$ cat src/rtl/feat_bram_streamer.sv
// Streams the feature BRAM (port B) out as a valid/ready beat stream.
// Optional running checksum of sent beats: define FEAT_STREAM_CHECKSUM_EN.
module feat_bram_streamer #(
  parameter int DATA_WIDTH      = 8,
  parameter int NUM_FEATURE_OUT = 16,
  parameter int DEPTH           = 43328,
  parameter int ADDR_W          = $clog2(DEPTH),
  parameter int LEN_W           = $clog2(DEPTH) + 1
) (
  input  logic                  clk,
  input  logic                  rst_n,
  input  logic                  start,
  input  logic [LEN_W-1:0]      len,
  output logic                  busy,
  output logic                  done,
  output logic [ADDR_W-1:0]     bram_addrb,
  input  logic [DATA_WIDTH-1:0] bram_doutb,
  output logic                  m_valid,
  input  logic                  m_ready,
  output logic [DATA_WIDTH-1:0] m_data,
  output logic                  m_last,
  output logic                  m_node_end,
  output logic [15:0]           checksum
);

  localparam logic [LEN_W-1:0] DEPTH_L = LEN_W'(DEPTH);
  localparam int NODE_W = (NUM_FEATURE_OUT > 1) ? $clog2(NUM_FEATURE_OUT) : 1;
  localparam logic [NODE_W-1:0] NODE_LAST = NODE_W'(NUM_FEATURE_OUT - 1);

  typedef enum logic [1:0] {S_IDLE, S_RUN, S_FLUSH, S_DONE} state_t;
  state_t r_state, w_state_nxt;

  logic [LEN_W-1:0]      r_len_eff, r_rd_ptr, r_ld_cnt;
  logic [ADDR_W-1:0]     r_addrb;
  logic                  r_outst;
  logic [DATA_WIDTH-1:0] r_fifo_mem [0:1];
  logic                  r_fifo_wp, r_fifo_rp;
  logic [1:0]            r_fifo_cnt;
  logic                  r_m_valid, r_m_last, r_m_node;
  logic [DATA_WIDTH-1:0] r_m_data;
  logic [NODE_W-1:0]     r_node_cnt;
  logic                  r_busy, r_done;

  logic [LEN_W-1:0] w_len_clamp;
  logic [2:0]       w_inflight;
  logic             w_start_acc, w_hs, w_load, w_issue, w_last_hs;

  assign w_start_acc = (r_state == S_IDLE) && start;
  assign w_len_clamp = (len > DEPTH_L) ? DEPTH_L : len;
  assign w_hs        = r_m_valid && m_ready;
  assign w_last_hs   = w_hs && r_m_last;
  // The output register refills from the skid FIFO whenever it empties or hands off.
  assign w_load      = (r_fifo_cnt != 2'd0) && (!r_m_valid || m_ready);
  // Credit counts the FIFO entry leaving this cycle so a full-rate stream never stalls.
  assign w_inflight  = {1'b0, r_fifo_cnt} + {2'b0, r_outst} - {2'b0, w_load};
  assign w_issue     = (r_state == S_RUN) && (r_rd_ptr < r_len_eff) && (w_inflight < 3'd2);

  always_ff @(posedge clk) begin
    if (!rst_n) r_state <= S_IDLE;
    else        r_state <= w_state_nxt;
  end

  always_comb begin
    w_state_nxt = r_state;
    case (r_state)
      S_IDLE:  if (w_start_acc) w_state_nxt = (w_len_clamp == '0) ? S_DONE : S_RUN;
      S_RUN:   if (r_rd_ptr == r_len_eff) w_state_nxt = S_FLUSH;
      S_FLUSH: if (w_last_hs) w_state_nxt = S_DONE;
      S_DONE:  w_state_nxt = S_IDLE;
      default: w_state_nxt = S_IDLE;
    endcase
  end

  always_ff @(posedge clk) begin
    if (!rst_n) begin
      r_len_eff     <= '0;
      r_rd_ptr      <= '0;
      r_ld_cnt      <= '0;
      r_addrb       <= '0;
      r_outst       <= 1'b0;
      r_fifo_mem[0] <= '0;
      r_fifo_mem[1] <= '0;
      r_fifo_wp     <= 1'b0;
      r_fifo_rp     <= 1'b0;
      r_fifo_cnt    <= 2'd0;
      r_m_valid     <= 1'b0;
      r_m_data      <= '0;
      r_m_last      <= 1'b0;
      r_m_node      <= 1'b0;
      r_node_cnt    <= '0;
      r_busy        <= 1'b0;
      r_done        <= 1'b0;
    end else begin
      r_done  <= (r_state == S_DONE);
      r_outst <= w_issue;
      if (w_start_acc)             r_busy <= 1'b1;
      else if (r_state == S_DONE)  r_busy <= 1'b0;

      if (w_start_acc) begin
        r_len_eff  <= w_len_clamp;
        r_rd_ptr   <= '0;
        r_addrb    <= '0;
        r_ld_cnt   <= '0;
        r_node_cnt <= '0;
      end else begin
        if (w_issue) begin
          r_rd_ptr <= r_rd_ptr + LEN_W'(1);
          // Park on the last valid address instead of stepping past len_eff-1.
          if (r_rd_ptr + LEN_W'(1) < r_len_eff)
            r_addrb <= ADDR_W'(r_rd_ptr + LEN_W'(1));
        end
        if (w_load) begin
          r_ld_cnt   <= r_ld_cnt + LEN_W'(1);
          r_node_cnt <= (r_node_cnt == NODE_LAST) ? '0 : r_node_cnt + NODE_W'(1);
        end
      end

      if (r_outst) begin
        r_fifo_mem[r_fifo_wp] <= bram_doutb;
        r_fifo_wp             <= ~r_fifo_wp;
      end
      if (w_load) r_fifo_rp <= ~r_fifo_rp;
      r_fifo_cnt <= r_fifo_cnt + {1'b0, r_outst} - {1'b0, w_load};

      if (w_load) begin
        r_m_valid <= 1'b1;
        r_m_data  <= r_fifo_mem[r_fifo_rp];
        r_m_last  <= (r_ld_cnt == r_len_eff - LEN_W'(1));
        r_m_node  <= (r_node_cnt == NODE_LAST);
      end else if (w_hs) begin
        r_m_valid <= 1'b0;
      end
    end
  end

  assign busy       = r_busy;
  assign done       = r_done;
  assign bram_addrb = r_addrb;
  assign m_valid    = r_m_valid;
  assign m_data     = r_m_data;
  assign m_last     = r_m_last;
  assign m_node_end = r_m_node;

`ifdef FEAT_STREAM_CHECKSUM_EN
  logic [15:0] r_csum;
  always_ff @(posedge clk) begin
    if (!rst_n)           r_csum <= '0;
    else if (w_start_acc) r_csum <= '0;
    else if (w_hs)        r_csum <= r_csum + 16'(r_m_data);
  end
  assign checksum = r_csum;
`else
  assign checksum = 16'd0;
`endif

endmodule

$ cat config.mk
export PLATFORM = sky130hd
export DESIGN_NAME = feat_bram_streamer
export DESIGN_NICKNAME = d
export VERILOG_FILES = /design/src/rtl/feat_bram_streamer.sv
export SDC_FILE = /design/constraint.sdc
export NUM_CORES = 1
export LEC_CHECK = 0
export CAP_MARGIN = 20
export CORE_ASPECT_RATIO = 1.5
export CORE_MARGIN = 2
export CORE_UTILIZATION = 55
export DETAILED_ROUTE_END_ITERATION = 12
export PLACE_DENSITY = 0.79
export RECOVER_POWER = 100
export SYNTH_ARGS = -nofsm -noshare
export SYNTH_HDL_FRONTEND = slang
export SYNTH_SLANG_ARGS = --single-unit
export TNS_END_PERCENT = 5
$ cat constraint.sdc
create_clock -name clk -period 5.4 [get_ports clk]
set_input_delay 1.08 -clock clk [delete_from_list [all_inputs] [get_ports clk]]
set_output_delay 1.08 -clock clk [all_outputs]
set_load 0.02 [all_outputs]
# After elaboration in Yosys (flattened, before gate mapping)
# Memories as Yosys holds them, arrays and structs flattened. A register that Yosys moved wholly into a read port is not among the register bits.
# Cells that the tools add are included.
# totals
register_bits	83
mem_bits_rw	16
in_bits	29
out_inout_bits	45
wordCells	76
mem_count	1
# op_classes
n_addsub	8
n_lt_le_gt_ge	4
eq_ne	9
muxes	18
n_bitwise	3
n_reduce_logical	18
# mem_list
memory	depth	width	read_ports	rd_ports_with_merged_regs	write_ports	line	source
r_fifo_mem	2	8	1	1	2	36	logic [DATA_WIDTH-1:0] r_fifo_mem [0:1];
# op_table
operator	count
adder 17 x 1 -> 17 bit, second input constant	2
== test 17 bit	2
< comparator 17 bit	2
greater-than comparator 17 x 16 -> 1 bit, second input constant	1
logical NOT 17 bit	1
2-to-1 mux 17 bit	1
subtractor 17 x 1 -> 17 bit, second input constant	1
2-to-1 mux 1 bit	10
2-to-1 mux 2 bit	4
2-to-1 mux 8 bit	1
one-hot mux 2 bit (4 select lines)	1
OR reduction 8 bit	1
logical AND 1 bit	6
nonzero test 2 bit	3
adder 4 x 1 -> 4 bit, second input constant	1
== test 2 bit, second input constant	2
== test 4 bit, second input constant	1
2-to-1 mux 4 bit	1
!= test 2 bit, second input constant	2
adder 2 x 1 -> 3 bit	1
< comparator 3 x 2 -> 1 bit, second input constant	1
NOT 1 bit	3
AND reduction 3 bit	1
subtractor 3 x 1 -> 3 bit	1
other kinds (9)	10

# Logic depth before layout (Yosys ltp)
# logic_depth
word_depth	7
depth_mapped	20
mapped_depth_nobuf	15

# Least setup slack after synthesis
# Ideal clock, no wire load.
# synth_path
kind	in2reg
start	input m_ready
end	register r_addrb[10] (netlist: bram_addrb[10])
setup_ps	78
arrival_time_ps	4411
required_ps	5322
setup_slack_ps	911
stages	20
n_path_buf	5
path_cell_list	nor2b_1 > or2_2 > clkbuf_1 > inv_1 > buf_2 > buf_1 > ha_1 > inv_1 > ha_1 > inv_1 > fa_1 > xnor2_1 > nand4b_1 > a221o_1 > a211oi_1 > and2_1 > clkbuf_1 > buf_2 > a21oi_1 > nor3_1
# synth_via
elab_chain_len	6
# synth_rtl
element	line	source
start: declaration	19	input logic m_ready,
logical OR 1 bit	53	assign w_load = (r_fifo_cnt != 2'd0) && (!r_m_valid || m_ready);
logical AND 1 bit	53	
via w_load	46	logic w_start_acc, w_hs, w_load, w_issue, w_last_hs;
subtractor 3 x 1 -> 3 bit	55	assign w_inflight = {1'b0, r_fifo_cnt} + {2'b0, r_outst} - {2'b0, w_load};
< comparator 3 x 2 -> 1 bit	56	assign w_issue = (r_state == S_RUN) && (r_rd_ptr < r_len_eff) && (w_inflight < 3'd2);
logical AND 1 bit	56	
AND reduction 2 bit (no source line)	-	
end signal: assignment	110	r_addrb <= ADDR_W'(r_rd_ptr + LEN_W'(1));
end: declaration	34	logic [ADDR_W-1:0] r_addrb;
# The timed path passes the listed nets, and every way through them passes these cells.
# A chain may end at the register's enable or synchronous reset.

# Worst setup path after layout
# layout_path
start	input m_ready
end	register r_addrb[3] (netlist: bram_addrb[3])
# layout_via
elab_chain_len	6
# layout_rtl
element	line
logical OR 1 bit	53
logical AND 1 bit	53
subtractor 3 x 1 -> 3 bit	55
< comparator 3 x 2 -> 1 bit	56
logical AND 1 bit	56
AND reduction 2 bit (no source line)	-
# No other way between the ends.

==> impl_results.md <==
- Post-route minimum period: around 4.7 ns
- Crit path DAT: roughly 5 ns
- Router iterations before antenna repair: 5
- CTS sink cnt: 107
- Largest net degree at the start of global routing: a little over 60
- Drt via density: 5.740
- First-pass GRT wire length: ~24000 µm
- FFs w/ async S/R, synth: 0
- Share of cells above drive strength 1: 0.03611
- RSZ-0062 raised after global routing: no
- GRT Total Usage: 0.2517
- Reg2reg start: m_valid
- Placement Setup Slack: 0.4805 ns
- Hold buffer count at cts: 0
- ANT nets after route: 0
- Via Count: between 4000 and 5000
- Startpoint types: input pin
- Slew headroom: -0.4274
- Worst Setup SP: m_ready
- Final net count: 790
- Critical Path RT: approximately 5.7 ns
- Vias in the first global route: between 5000 and 6000
- Gate Count Post-Synth: between 600 and 700
- Post-synthesis cell type count: 55
- CP Class: input pin to flip-flop
- Nature of the critical path endpoint: flip-flop
- F_max: approximately 0.21 GHz
- Top FF cell, synth: dfxtp_1
- Placed instance count: roughly 850
- Chip Width: slightly below 90 µm
- Die Height: roughly 130 µm
- Critical Path End: bram_addrb[3]
- Clock slew at reported path FFs: about 0.070 ns
- Leak Pwr: approximately 2.8 nW
- Most frequent cells in the layout: dfxtp_1, nor2_1, ha_1
- H-tree depth: 3
- Setup ws final: 0.6637 ns
- DRT iter0 DRCs: around 250
- Worst skew pair latency: about 0.35 ns
- Power Density: slightly below 400 nW/µm²
- Reg2Reg Depth: 16
- ANT cells: 0
- DIE AREA: 11790 µm²
- Yosys Warn Count: 0
- Crit path max fanout: 20
- Min Hold Slack: approximately 0.48 ns
- Non-Filler Instances: about 860
- Core footprint: around 11000 µm²
- Worst Hold Class: flip-flop to flip-flop
- Seq/Total Area, Yosys: 0.3834
- CTS tree: done
- R2r endpoint: bram_addrb[3]
- GP Congestion: 0.8686
- Post-Route WL: between 10000 and 15000 µm
- Setup TNS: 0 ns
- # setup viols final: 0
- Failing checks: capacitance limit, slew limit
- Longest Clk Path Bufs: 2
- Register bit total from synthesis: 107
- Synthesized area: about 6000 µm²
- Port Buf Inserts: 57
- Synth Area per Inst: ~9 µm²
- Maximum vdd ir drop: between 300 and 400 µV
- Routed wire length per instance: around 16 µm
- CTS Buf Count: 9
- Commonest non-fill, non-tap cell in the layout: dfxtp_1
- Worst Tran Pin Value: 2.141 ns
- Final hold vios: 0
- DRC viols: 0
- Root Driver: clkbuf_16
- Initial antenna violation count: 0
- Area growth, synth to finish: 14.98%
- Post-CTS Resized: 0
- Clk_skew: approximately 0.0065 ns
- DP HPWL: around 11000 µm
- EDFF count, synth: 16
- Total gr overflow: 0
- Starting Density: 0.5670
- FP Rows: 46
- Max_cap viols: 1
- PnR Total Power: between 0.002 and 0.003 W
- R2R Setup Slk: ~1.5 ns
- # fillers: about 900
- I/O pin count: 74
- Period utilization: 0.8771
- Slew Limit Fails: a little over 50
- Post-CTS Setup Inserts: 0
- Outcome: complete, but fails checks
==> power breakdown <==
group          switching (W)  total (W)  internal (W)
clock network       0.000307   0.000670      0.000363
logic               0.000612    0.00102      0.000412
registers           0.000101    0.00102      0.000922
==> metrics by stage <==
step / utilization / instance area, µm²
2_1_floorplan: - / 6061
3_3_place_gp: 0.6230 / 6598
3_5_place_dp: 0.6235 / 6603
4_1_cts: 0.6516 / 6900
5_1_grt: 0.6519 / 6904
6_report: 0.6519 / 6904
==> flip-flops by register name, summed over array words and instances, names as in the netlist, 2 cells and up <==
| register | cells |
|---|---|
| r_len_eff | 17 |
| bram_addrb | 16 |
| r_rd_ptr | 17 |
| r_fifo_mem | 16 |
| r_node_cnt | 4 |
| r_state | 2 |
| r_fifo_cnt | 2 |
| r_ld_cnt | 17 |
| m_data | 8 |
==> cell families after synthesis <==
family	share of synthesized area
xor+xnor	0.1036
compound gates	0.1302
other cells	0.0006245
mux	0.01500
fa+ha+maj	0.09710
flops	0.3834
buf+inv	0.05855
simple gates	0.2115
==> cells in the mapped netlist (10+ instances only) <==
| library cell | number | share of area |
|---|---|---|
| a211oi_1 | 14 | 0.018 |
| nand2_1 | 35 | 0.022 |
| nand3_1 | 21 | 0.018 |
| nor2_1 | 62 | 0.039 |
| dfxtp_1 | 91 | 0.30 |
| buf_4 | 16 | 0.020 |
| a21oi_1 | 36 | 0.030 |
| xor2_1 | 37 | 0.054 |
| o21ai_0 | 22 | 0.018 |
| and2_1 | 24 | 0.025 |
| nor2b_1 | 12 | 0.013 |
| clkbuf_1 | 21 | 0.013 |
| nand4_1 | 13 | 0.014 |
| inv_1 | 29 | 0.018 |
| a21o_1 | 10 | 0.013 |
| ha_1 | 45 | 0.094 |
| edfxtp_1 | 16 | 0.080 |
| xnor2_1 | 34 | 0.050 |
| nor3_1 | 36 | 0.030 |
==> routing by layer <==
layer | global-route usage | vias up | wire, µm
met5 | 0 | - | 0
met4 | 0.09536 | 0 | 410
met3 | 0.05072 | 28 | 491
met2 | 0.4502 | 128 | 7647
met1 | 0.2846 | 2378 | 5349
li1 | - | 2425 | -
==> layout make-up <==
type / instances / area (µm²) / area share
flip-flops and latches: 107 / 2302 / 0.3335
clock inverters: 7 / 72.57 / 0.01051
well taps: 144 / 180.2 / 0.02610
repair buffers: 62 / 596.8 / 0.08644
clock buffers: 9 / 225.2 / 0.03262
inverters: 29 / 108.9 / 0.01577
multi-input cells: 506 / 3418 / 0.4951
==> worst min path at each step <==
stage	start	end	depth (start not counted)
2_1_floorplan	r_node_cnt[1]	r_node_cnt[1]	2
3_3_place_gp	busy	busy	2
3_5_place_dp	bram_addrb[1]	bram_addrb[1]	2
4_1_cts	bram_addrb[1]	bram_addrb[1]	2
5_1_grt	bram_addrb[1]	bram_addrb[1]	2
6_report	bram_addrb[1]	bram_addrb[1]	2
==> worst max-delay path, stage by stage <==
cell	delay, ns
clkdlybuf4s50_1	0.44
nor2b_1	0.16
or2_0	0.39
inv_1	0.12
ha_1	0.29
inv_1	0.06
ha_1	0.13
inv_1	0.05
fa_1	0.37
xnor2_1	0.14
nand4b_1	0.11
a221o_1	0.29
a211oi_2	0.21
buf_4	0.26
and2_1	0.51
a21oi_1	0.16
nor3_1	0.21
Power figures use the tool's default switching activity.
